File: config.mk
export PLATFORM = sky130hd
export DESIGN_NAME = oam_dma
export DESIGN_NICKNAME = d
export VERILOG_FILES = /design/src/rtl/oam_dma_pkg.sv /design/src/rtl/oam_dma_engine.sv /design/src/rtl/oam_dma.sv
export SDC_FILE = /design/constraint.sdc
export NUM_CORES = 1
export LEC_CHECK = 0
export CAP_MARGIN = 40
export CELL_PAD_IN_SITES_DETAIL_PLACEMENT = 0
export CELL_PAD_IN_SITES_GLOBAL_PLACEMENT = 1
export CORE_MARGIN = 1.5
export CORE_UTILIZATION = 35
export CTS_CLUSTER_SIZE = 30
export DETAILED_ROUTE_END_ITERATION = 10
export GPL_TIMING_DRIVEN = 0
export MAX_ROUTING_LAYER = met4
export PLACE_DENSITY_LB_ADDON = 0.08
export SLEW_MARGIN = 0
export SYNTH_ARGS = -nofsm -noshare
export SYNTH_HDL_FRONTEND = slang
export SYNTH_HIERARCHICAL = 1
export SYNTH_SLANG_ARGS = --single-unit
File: constraint.sdc
create_clock -name clk -period 4.4 [get_ports clk]
set_input_delay 0.88 -clock clk [delete_from_list [all_inputs] [get_ports clk]]
set_output_delay 0.88 -clock clk [all_outputs]
set_load 0.01 [all_outputs]
File: src/rtl/oam_dma_pkg.sv
// Shared constants, state encoding and source-page helper for the OAM DMA block.
package oam_dma_pkg;

   localparam int unsigned ADDR_W = 16;
   localparam int unsigned DATA_W = 8;
   localparam int unsigned IDX_W  = 8;

   localparam logic [ADDR_W-1:0] DMA_REG_ADDR = 16'hFF46;
   localparam logic [ADDR_W-1:0] OAM_BASE     = 16'hFE00;
   localparam logic [ADDR_W-1:0] HRAM_LO      = 16'hFF80;
   localparam logic [ADDR_W-1:0] HRAM_HI      = 16'hFFFE;
   localparam int unsigned       DMA_LEN      = 160;

   typedef enum logic [1:0] {
      IDLE  = 2'd0,
      START = 2'd1,
      READ  = 2'd2,
      WRITE = 2'd3
   } dma_state_t;

   // Pages E0-FF mirror C0-DF; the register keeps the raw value.
   function automatic logic [DATA_W-1:0] dma_eff_page(input logic [DATA_W-1:0] v);
      return (v >= 8'hE0) ? DATA_W'(v - 8'h20) : v;
   endfunction

endpackage

File: src/rtl/oam_dma_engine.sv
// DMA sequencer: START, then READ/WRITE pairs over idx 0..DMA_LEN-1.
module oam_dma_engine
   import oam_dma_pkg::*;
(
   input  logic                 clk,
   input  logic                 rst,
   input  logic                 i_start,
   input  logic [DATA_W-1:0]    i_page,
   output dma_state_t           o_state,
   output logic [IDX_W-1:0]     o_idx,
   output logic [ADDR_W-1:0]    o_src_addr,
   output logic                 o_active
);

   localparam logic [IDX_W-1:0] IDX_LAST = IDX_W'(DMA_LEN - 1);

   dma_state_t          r_state;
   logic [IDX_W-1:0]    r_idx;
   logic [DATA_W-1:0]   r_page;

   // A start request wins in every state, so a rewrite restarts from idx 0.
   always_ff @(posedge clk or posedge rst) begin
      if (rst) begin
         r_state <= IDLE;
         r_idx   <= '0;
         r_page  <= '0;
      end else if (i_start) begin
         r_state <= START;
         r_idx   <= '0;
         r_page  <= i_page;
      end else begin
         case (r_state)
            IDLE: ;
            START: begin
               r_idx   <= '0;
               r_state <= READ;
            end
            READ:  r_state <= WRITE;
            WRITE: begin
               if (r_idx == IDX_LAST) begin
                  r_state <= IDLE;
               end else begin
                  r_idx   <= r_idx + IDX_W'(1);
                  r_state <= READ;
               end
            end
            default: r_state <= IDLE;
         endcase
      end
   end

   assign o_state    = r_state;
   assign o_idx      = r_idx;
   assign o_src_addr = {r_page, r_idx};
   assign o_active   = (r_state != IDLE);

endmodule

File: src/rtl/oam_dma.sv
// OAM DMA top: FF46 source register, CPU/DMA memory-bus mux and CPU read-back path.
module oam_dma
   import oam_dma_pkg::*;
(
   input  logic                 clk,
   input  logic                 rst,
   input  logic [ADDR_W-1:0]    cpu_addr,
   input  logic [DATA_W-1:0]    cpu_wdata,
   input  logic                 cpu_re,
   input  logic                 cpu_we,
   output logic [DATA_W-1:0]    cpu_rdata,
   output logic [ADDR_W-1:0]    mem_addr,
   output logic [DATA_W-1:0]    mem_wdata,
   output logic                 mem_re,
   output logic                 mem_we,
   input  logic [DATA_W-1:0]    mem_rdata,
   output logic                 dma_active
);

   logic [DATA_W-1:0]   r_src;
   logic [DATA_W-1:0]   r_rdata;
   logic                r_rd_mem;

   logic                w_is_reg;
   logic                w_is_hram;
   logic                w_start;
   logic                w_cpu_mem_re;
   logic                w_cpu_mem_we;
   dma_state_t          w_state;
   logic [IDX_W-1:0]    w_idx;
   logic [ADDR_W-1:0]   w_src_addr;
   logic                w_active;

   assign w_is_reg     = (cpu_addr == DMA_REG_ADDR);
   assign w_is_hram    = (cpu_addr >= HRAM_LO) && (cpu_addr <= HRAM_HI);
   assign w_start      = cpu_we && w_is_reg;
   assign w_cpu_mem_we = cpu_we && !w_is_reg;
   assign w_cpu_mem_re = cpu_re && !cpu_we && !w_is_reg;

   oam_dma_engine u_engine (
      .clk        (clk),
      .rst        (rst),
      .i_start    (w_start),
      .i_page     (dma_eff_page(cpu_wdata)),
      .o_state    (w_state),
      .o_idx      (w_idx),
      .o_src_addr (w_src_addr),
      .o_active   (w_active)
   );

   always_ff @(posedge clk or posedge rst) begin
      if (rst) begin
         r_src <= '0;
      end else if (w_start) begin
         r_src <= cpu_wdata;
      end
   end

   // Read-back: register value, 8'hFF while the bus is owned by DMA, or memory data.
   always_ff @(posedge clk or posedge rst) begin
      if (rst) begin
         r_rdata  <= '0;
         r_rd_mem <= 1'b0;
      end else begin
         r_rd_mem <= 1'b0;
         if (cpu_re && w_is_reg) begin
            r_rdata <= r_src;
         end else if (w_active) begin
            if (cpu_re && !w_is_hram) begin
               r_rdata <= 8'hFF;
            end
         end else if (w_cpu_mem_re) begin
            r_rd_mem <= 1'b1;
         end
      end
   end

   assign cpu_rdata  = r_rd_mem ? mem_rdata : r_rdata;
   assign dma_active = w_active;

   always_comb begin
      mem_addr  = cpu_addr;
      mem_wdata = cpu_wdata;
      mem_re    = 1'b0;
      mem_we    = 1'b0;
      case (w_state)
         IDLE: begin
            mem_re = w_cpu_mem_re;
            mem_we = w_cpu_mem_we;
         end
         START: mem_addr = OAM_BASE;
         READ: begin
            mem_addr = w_src_addr;
            mem_re   = 1'b1;
         end
         WRITE: begin
            mem_addr  = OAM_BASE + ADDR_W'(w_idx);
            mem_wdata = mem_rdata;
            mem_we    = 1'b1;
         end
         default: ;
      endcase
      // Strobes must drop the instant reset asserts, even on a CPU pass-through.
      if (rst) begin
         mem_re = 1'b0;
         mem_we = 1'b0;
      end
   end

endmodule

# Word level (Yosys, flattened, before mapping)
# Cells that the tools add are included.
[totals] regBits=35 input_bits=36 output_inout_bits=35
[op_classes] addsub=3 magnitude_cmp=3 n_eq_ne=6 muxes=20 n_reduce_logical=18
[ops] cell="8-bit 2-to-1 mux" n=8
[ops] cell="16-bit case mux with 3 select lines" n=1
[ops] cell="16-bit equality test (second input constant)" n=1
[ops] cell="16-bit greater-or-equal comparator (second input constant)" n=1
[ops] cell="16-bit less-or-equal comparator (second input constant)" n=1
[ops] cell="8-bit case mux with 2 select lines" n=1
[ops] cell="10-bit by 9-bit adder with 11-bit output (first input constant)" n=1
[ops] cell="8-bit by 1-bit adder with 8-bit output (second input constant)" n=1
[ops] cell="8-bit equality test (second input constant)" n=1
[ops] cell="8-bit greater-or-equal comparator (second input constant)" n=1
[ops] cell="8-bit by 6-bit subtractor with 8-bit output (second input constant)" n=1
[ops] cell="1-bit logical AND" n=7
[ops] cell="2-bit case mux with 3 select lines" n=1
[ops] cell="2-bit nonzero test" n=3
[ops] cell="1-bit 2-to-1 mux" n=5
[ops] cell="2-bit equality test (second input constant)" n=2
[ops] cell="2-bit 2-to-1 mux" n=2
[ops] cell="1-bit case mux with 2 select lines" n=2
[ops] cell="2-bit AND reduction" n=2
[ops] cell="4-bit nonzero test" n=1
[ops] cell="1-bit zero test" n=3
[ops] cell="3-bit by 2-bit != test with 1-bit output (second input constant)" n=1
[ops] cell="3-bit nonzero test" n=1
[ops] cell="2-bit by 1-bit equality test with 1-bit output (second input constant)" n=1
[ops] cell="2-bit zero test" n=1

# Depth between registers and ports, before layout
# Gate-level depths: netlist (run 1).
[depth] depth_word=7 mapped_depth=8 ltp_nobuf=7

# Hierarchy
# The synthesis (run 1) kept the hierarchy.
[modules_own_cells] mod="oam_dma" n_inst=1 cells_per_inst=154 area_per_inst_um2=1373.8 seq_area_each_um2=425.4
[modules_own_cells] mod="oam_dma_engine" n_inst=1 cells_per_inst=89 area_per_inst_um2=953.4 seq_area_each_um2=450.4

# Worst setup path before layout (run 1)
# Ideal clock, no wire load.
[synth_path] path_kind="input -> output" startpoint="in cpu_addr[3]" endpoint="out mem_re" arrival_ns=2.029 path_slack_ns=1.491 cell_stages=4 cell_sequence="or4_4 nor4_4 nor4bb_1 o21a_1"
[synth_between] elab_chain_cells=5
[synth_rtl] element="from (decl)" line="oam_dma.sv:7" rtl="input logic [ADDR_W-1:0] cpu_addr,"
[synth_rtl] element="16-bit equality test" line="oam_dma.sv:34" rtl="assign w_is_reg = (cpu_addr == DMA_REG_ADDR);"
[synth_rtl] element="1-bit zero test" line="oam_dma.sv:38" rtl="assign w_cpu_mem_re = cpu_re && !cpu_we && !w_is_reg;"
[synth_rtl] element="1-bit logical AND" line="oam_dma.sv:38"
[synth_rtl] element="1-bit case mux with 2 select lines" line="oam_dma.sv:86" rtl="case (w_state)"
[synth_rtl] element="1-bit 2-to-1 mux" line="oam_dma.sv:104" rtl="if (rst) begin"
[synth_rtl] element="to (decl)" line="oam_dma.sv:14" rtl="output logic mem_re,"
# Every way passes these cells.

# Worst setup path in the final report (run 1)
# Same ends and word-level chain as after synthesis.

==> results.yml, run 1 <==
placement:
  pre_cts_ws_ns: 0.4648
  port_buffers: 70
  dp_hpwl_mm: 4.906
  dpl.cell_count: 390
  dpl_cell_area_mm2: 0.003124
  gp_congestion: 0.8516
global_route:
  grt_antenna_before_repair: 0
  grt_pass1_vias: 2096
  track_usage_pct: 19.52
  grt-ovfl-total: 0
  grt_first_pass_wirelength_mm: 10.85
  grt_max_degree: 19
cells_and_area:
  fin_cells: 398
  fin_nets: 363
  drive_gt1_share_pct: 18.69
  fin_util_pct: 50.76
  fillers: 610
  area_growth_pct: 39.30
  n_antenna_cell: 0
  fin_area_mm2: 0.003242
sta:
  fin_ws_ns: 0.4808
  setup_violations: 0
  slew_viol_final: 0
  period_share_pct: 89.07
  worst_slew_pin_slew_ns: 0.7144
  timing.final.crit_period_ns: 3.919
  rsz0062_at_grt: "no"
  clock_skew_ns: 0.008360
  max_clock_freq_ghz: 0.2552
  whs_ns: 0.5079
  hold_violations: 0
  slew_headroom_pct: 52.32
  setup_tns_ns: 0
critical_path:
  crit_path_end_kind: "output port"
  crit_path_frequent_cell: "clkdlybuf4s50_1"
  startpoint_type: "input pin"
  cp_cell_sequence: "clkdlybuf4s50_1, or4_4, nor4_4, nor4bb_1, o21a_1, clkdlybuf4s50_1"
  r2r_cells: 4
  critical_path.max_fanout: 4
  critPathKind: "in -> out"
  arrival_ns: 3.04
  cpMaxStageDelayCell: "or4_4"
  cp_slowest_stage_delay_ns: 0.56
  worstPathRequired_ns: 3.52
yosys:
  avgSynthCellArea_um2: 9.577
  synth_area_leaders: "dfrtp_1, mux2_2, a21oi_1, ha_1, a211oi_1"
  netlist_instances: 243
  synthMuxAreaShare_pct: 14.03
  synthFlopType: "dfrtp_1"
  synth-xor-area-share_pct: 0
  synth.top_cell.area_share_pct: 37.63
  ys_seq_area_share_pct: 37.63
  ys_ff_latch: 35
  synth-simple-area-share_pct: 14.25
  syn-num-nets: 286
  synth_cell_type_count: 46
  synth_warnings: 6
  synth_compound_gate_area_share_pct: 21.40
  async_flop_share_pct: 100.0
  synth_top_family_by_area: "compound AO/OA/AOI/OAI gates"
  yosysMostFrequentCell: "dfrtp_1"
  synth-edff-count: 0
  yosys.area.top_type: "dfrtp_1"
  synthAdderAreaFrac_pct: 3.763
  synthesis.area_mm2: 0.002327
  synthTopCellsByCount: "dfrtp_1, mux2_2, inv_1"
route:
  drt_first_iter_violations: 51
  first_pass_iters: 4
  post_drt_wl_per_cell_um: 16.08
  drc: 0
  wl_mm: 6.401
  vias: 2106
  avgViaCountPerCell: 5.291
  ant_nets: 0
power_and_ir_drop:
  p_comb_share_pct: 50.2
  intPower_mw: 0.9165
  seqPwrFrac_pct: 28.8
  vdd_drop_max_mv: 0.2695
  sw_frac_of_total_pct: 35.61
  p_per_area_mw_per_mm2: 439.0
  p_switching_mw: 0.5068
  clkPwrFrac_pct: 21.0
  total_power_mw: 1.423
  leakage_nw: 1.388
cts:
  insertion_delay_ns: 0.29
  cts_sinks: 35
  cts_hold_buf: 0
  cts_made_buffers: 5
  ctsHtreeMaxLevel: 2
  tritoncts: "yes"
  cts_setup_buffers: 0
  cts.clk_slew.worst_paths_ns: 0.07
  cts_resized: 0
  cts_buffer_depth: 2
  cts_root_buffer: "clkbuf_8"
die:
  dieArea_mm2: 0.007147
  io_pins: 71
  die_h_um: 84.54
  die_w_um: 84.54
  core_area_mm2: 0.006386
  start_util_pct: 36.44
  rows: 29
job:
  cap_violations: 0
run_status:
  outcome: "finished clean"
hold_path:
  hold_class: "reg -> reg"
  hold_depth: 1
-- layout make-up --
type,count,area (um2),share of cell area (%)
Buffer,23,125.1,3.860
Clock buffer,6,82.58,2.547
Clock inverter,2,35.03,1.081
Inverter,22,82.58,2.547
Multi-Input combinational cell,163,1244,38.36
Sequential cell,35,875.8,27.02
Tap cell,77,96.34,2.972
Timing Repair Buffer,70,700.7,21.61
-- cells by family (layout without fill, tap and decap cells) --
family / Yosys count / in the layout
and+or+nand+nor: 52 / 52
muxes: 29 / 29
DFF: 35 / 35
buffers and inverters: 45 / 123
adders and majority gates: 7 / 7
AOI/OAI and AO/OA: 75 / 75
-- power groups by stage --
stage	Combinational [mW]	Clock, mW	Sequential, mW
2_1_floorplan	0.384	0	0.396
3_3_place_gp	0.719	0	0.413
3_5_place_dp	0.722	0	0.414
4_1_cts	0.724	0.306	0.408
5_1_grt	0.796	0.321	0.417
6_report	0.714	0.299	0.410
-- state kept, by name (all words and copies together) (netlist names) --
name and cells:
u_engine/r_page 8, r_rdata 8, r_src 8, r_rd_mem 1
u_engine/o_idx 8, u_engine/o_state 2
-- per-layer routing --
layer	global-route usage, %	vias up	wire, um
li1	-	1045	-
met1	26.80	981	3148
met5	-	-	0
met4	5.718	0	93
met2	28.93	72	2777
met3	4.326	8	381
-- cells in the final DEF (no fill, tap or decap), drive strengths merged, types with 2 or more instances in the layout --
cell type      Yosys  final
clkdlybuf4s50      0     70
nand3              2      2
o21ai             14     14
a22oi              8      8
clkbuf            10     16
ha                 7      7
a211oi            11     11
or4                3      3
a2bb2oi            8      8
and4               2      2
nor3               3      3
inv               22     22
mux2              29     29
buf               13     13
nand2             21     21
dfrtp             35     35
nand4              8      8
a21oi             18     18
o211ai             2      2
a31oi              5      5
or2                2      2
-- path summary, 6_finish.rpt --
path	start	endpoint	slack, ns
setup / recovery	cpu_addr[3]	mem_re	0.48
hold / removal	r_src[2]	r_src[2]	0.51
setup reg to reg	u_engine/o_idx[0]	u_engine/o_idx[6]	2.67
hold reg to reg	r_src[2]	r_src[2]	0.51
max in group asynchronous	rst	u_engine/o_idx[2]	2.85
min in group asynchronous	rst	r_src[6]	1.08
-- critical path, delay by kind of cell --
family | cells | cell delay (ns)
AND/OR/NAND/NOR | 3 | 1.05
buffers and inverters | 2 | 0.91
AO/OA/AOI/OAI | 1 | 0.19
Note: power is estimated with default switching activity, not from simulation.
==> run 2: changes to the inputs <==
--- a/config.mk
+++ b/config.mk
@@ -10,9 +10,7 @@
 export CELL_PAD_IN_SITES_GLOBAL_PLACEMENT = 1
 export CORE_MARGIN = 1.5
 export CORE_UTILIZATION = 35
-export CTS_CLUSTER_SIZE = 30
 export DETAILED_ROUTE_END_ITERATION = 10
-export GPL_TIMING_DRIVEN = 0
 export MAX_ROUTING_LAYER = met4
 export PLACE_DENSITY_LB_ADDON = 0.08
 export SLEW_MARGIN = 0
==> run 2 against run 1 <==
Effect of this change: worst setup slack improved by 0.11 ns; flip-flop and latch count did not move; clock power fell by 22%; first-iteration DRC count rose by 140%.
==> results.yml, run 2 (synthesis gave the netlist of run 1 again) <==
run_status:
  outcome: "finished clean"
route:
  wl_mm: 6.239
  drt_first_iter_violations: 123
  dr_wl_met2_mm: 2.614
  ant_nets: 0
  dr_wl_met3_um: 398
  first_pass_iters: 4
  vias: 2047
  highest_layer: "met4"
  routedLengthMet1_mm: 3.178
  post_drt_wl_per_cell_um: 16.38
  avgViaCountPerCell: 5.373
  drc: 0
critical_path:
  startpoint_type: "input pin"
  cp_slowest_stage_delay_ns: 0.56
  rr_startpoint: "u_engine/o_idx[0]"
  worstPathRequired_ns: 3.52
  crit_path_end_kind: "output port"
  cp_cell_sequence: "clkdlybuf4s50_1, or4_4, nor4_4, nor4bb_1, o21a_1, clkdlybuf4s50_1"
  ff2ff_setup_slack_ns: 2.62
  worst_r2r_endpoint: "u_engine/o_idx[6]"
  critPathKind: "in -> out"
  crit_path_frequent_cell: "clkdlybuf4s50_1"
  critical_path.max_fanout: 3
  cpMaxStageDelayCell: "or4_4"
  arrival_ns: 2.93
  r2r_cells: 4
global_route:
  grt-ovfl-total: 0
  grt_max_degree: 19
  grt_pass1_vias: 1975
  grt_first_pass_wirelength_mm: 10.34
  grt_antenna_before_repair: 0
  track_usage_pct: 18.59
hold_path:
  holdPathEnd: "r_src[4]"
  hold_depth: 1
  hold_class: "reg -> reg"
  hold_start: "r_src[4]"
cells_and_area:
  fin_cells: 381
  fin_nets: 347
  fillers: 606
  fin_area_mm2: 0.003147
  seq_area_um2: 875.8
  multiInputGateArea_mm2: 0.001244
  n_antenna_cell: 0
  area_growth_pct: 35.22
  drive_gt1_share_pct: 17.43
  mostFrequentLayoutCell: "clkdlybuf4s50_1"
  final_cell_mix: "clkdlybuf4s50_1, dfrtp_1, mux2_2"
power_and_ir_drop:
  p_per_area_mw_per_mm2: 418.8
  leakage_nw: 1.341
  vdd_drop_max_mv: 0.3082
sta:
  slew_viol_final: 0
  worst_slew_pin_slew_ns: 0.7430
  period_share_pct: 86.49
  rsz0062_at_grt: "no"
  hold_violations: 0
  max_clock_freq_ghz: 0.2628
  clock_skew_ns: 0.007229
  setup_tns_ns: 0
  timing.final.crit_period_ns: 3.806
  setup_violations: 0
  slew_headroom_pct: 50.41
cts:
  cts_hold_buf: 0
  cts_resized: 0
  cts_buffer_depth: 2
  cts_root_buffer: "clkbuf_8"
  insertion_delay_ns: 0.29
  cts_made_buffers: 5
  tritoncts: "yes"
  cts.clk_slew.worst_paths_ns: 0.07
  cts_setup_buffers: 0
  ctsHtreeMaxLevel: 2
  cts_sinks: 35
job:
  cap_violations: 0
placement:
  gp_congestion: 0.8634
  dpl.cell_count: 374
  port_buffers: 70
  dp_hpwl_mm: 4.666
  dpl_cell_area_mm2: 0.003059
die:
  core_area_mm2: 0.006386
  io_pins: 71
  die_w_um: 84.54
  die_h_um: 84.54
  dieArea_mm2: 0.007147
  start_util_pct: 36.44
  rows: 29
run 2: layout make-up:
type / instances / share of cell area [%]
sequential: 35 / 27.83
tap: 77 / 3.062
inverter: 22 / 2.624
clock inverter: 1 / 0.1590
timing repair buffer: 77 / 24.17
multi-input combinational: 163 / 39.52
clock buffer: 6 / 2.624
run 2: how the worst max path moves through the flow:
stage / start / end / slack [ns] / cells past startpoint
after global routing: cpu_addr[3] / mem_re / 0.51 / 6
after floorplan: cpu_addr[3] / mem_re / 1.49 / 4
after detailed placement: cpu_addr[3] / mem_re / 0.58 / 6
after global placement: cpu_addr[3] / mem_re / 0.60 / 6
after CTS: cpu_addr[3] / mem_re / 0.57 / 6
final: cpu_addr[3] / mem_re / 0.59 / 6
run 2: power by group:
group	switching, mW	internal, mW
sequential	0.0715	0.350
combinational	0.306	0.357
clock	0.111	0.123
total	0.488	0.830
run 2: stage by stage:
stage          setup slack (ns)  hold WS [ns]  util, %  power [mW]
6_report                 0.5943        0.5097    49.28       1.318
5_1_grt                  0.5107        0.5182    49.28       1.417
4_1_cts                  0.5694        0.5100    49.28       1.333
3_5_place_dp             0.5793        0.4948    47.90       1.095
3_3_place_gp             0.5976        0.4879    47.67       1.093
2_1_floorplan             1.491        0.4802        -      0.7806
run 2: worst max-delay path: cells and delay by family:
family                 cells  cell delay (ns)
AO/OA/AOI/OAI              1             0.19
buffers and inverters      2             0.92
AND/OR/NAND/NOR            3             0.94
run 2: routing by layer:
metal	vias up	global-route usage (%)
met5	-	-
met4	0	4.399
met3	5	3.638
met2	74	26.84
met1	953	26.84
li1	1015	-
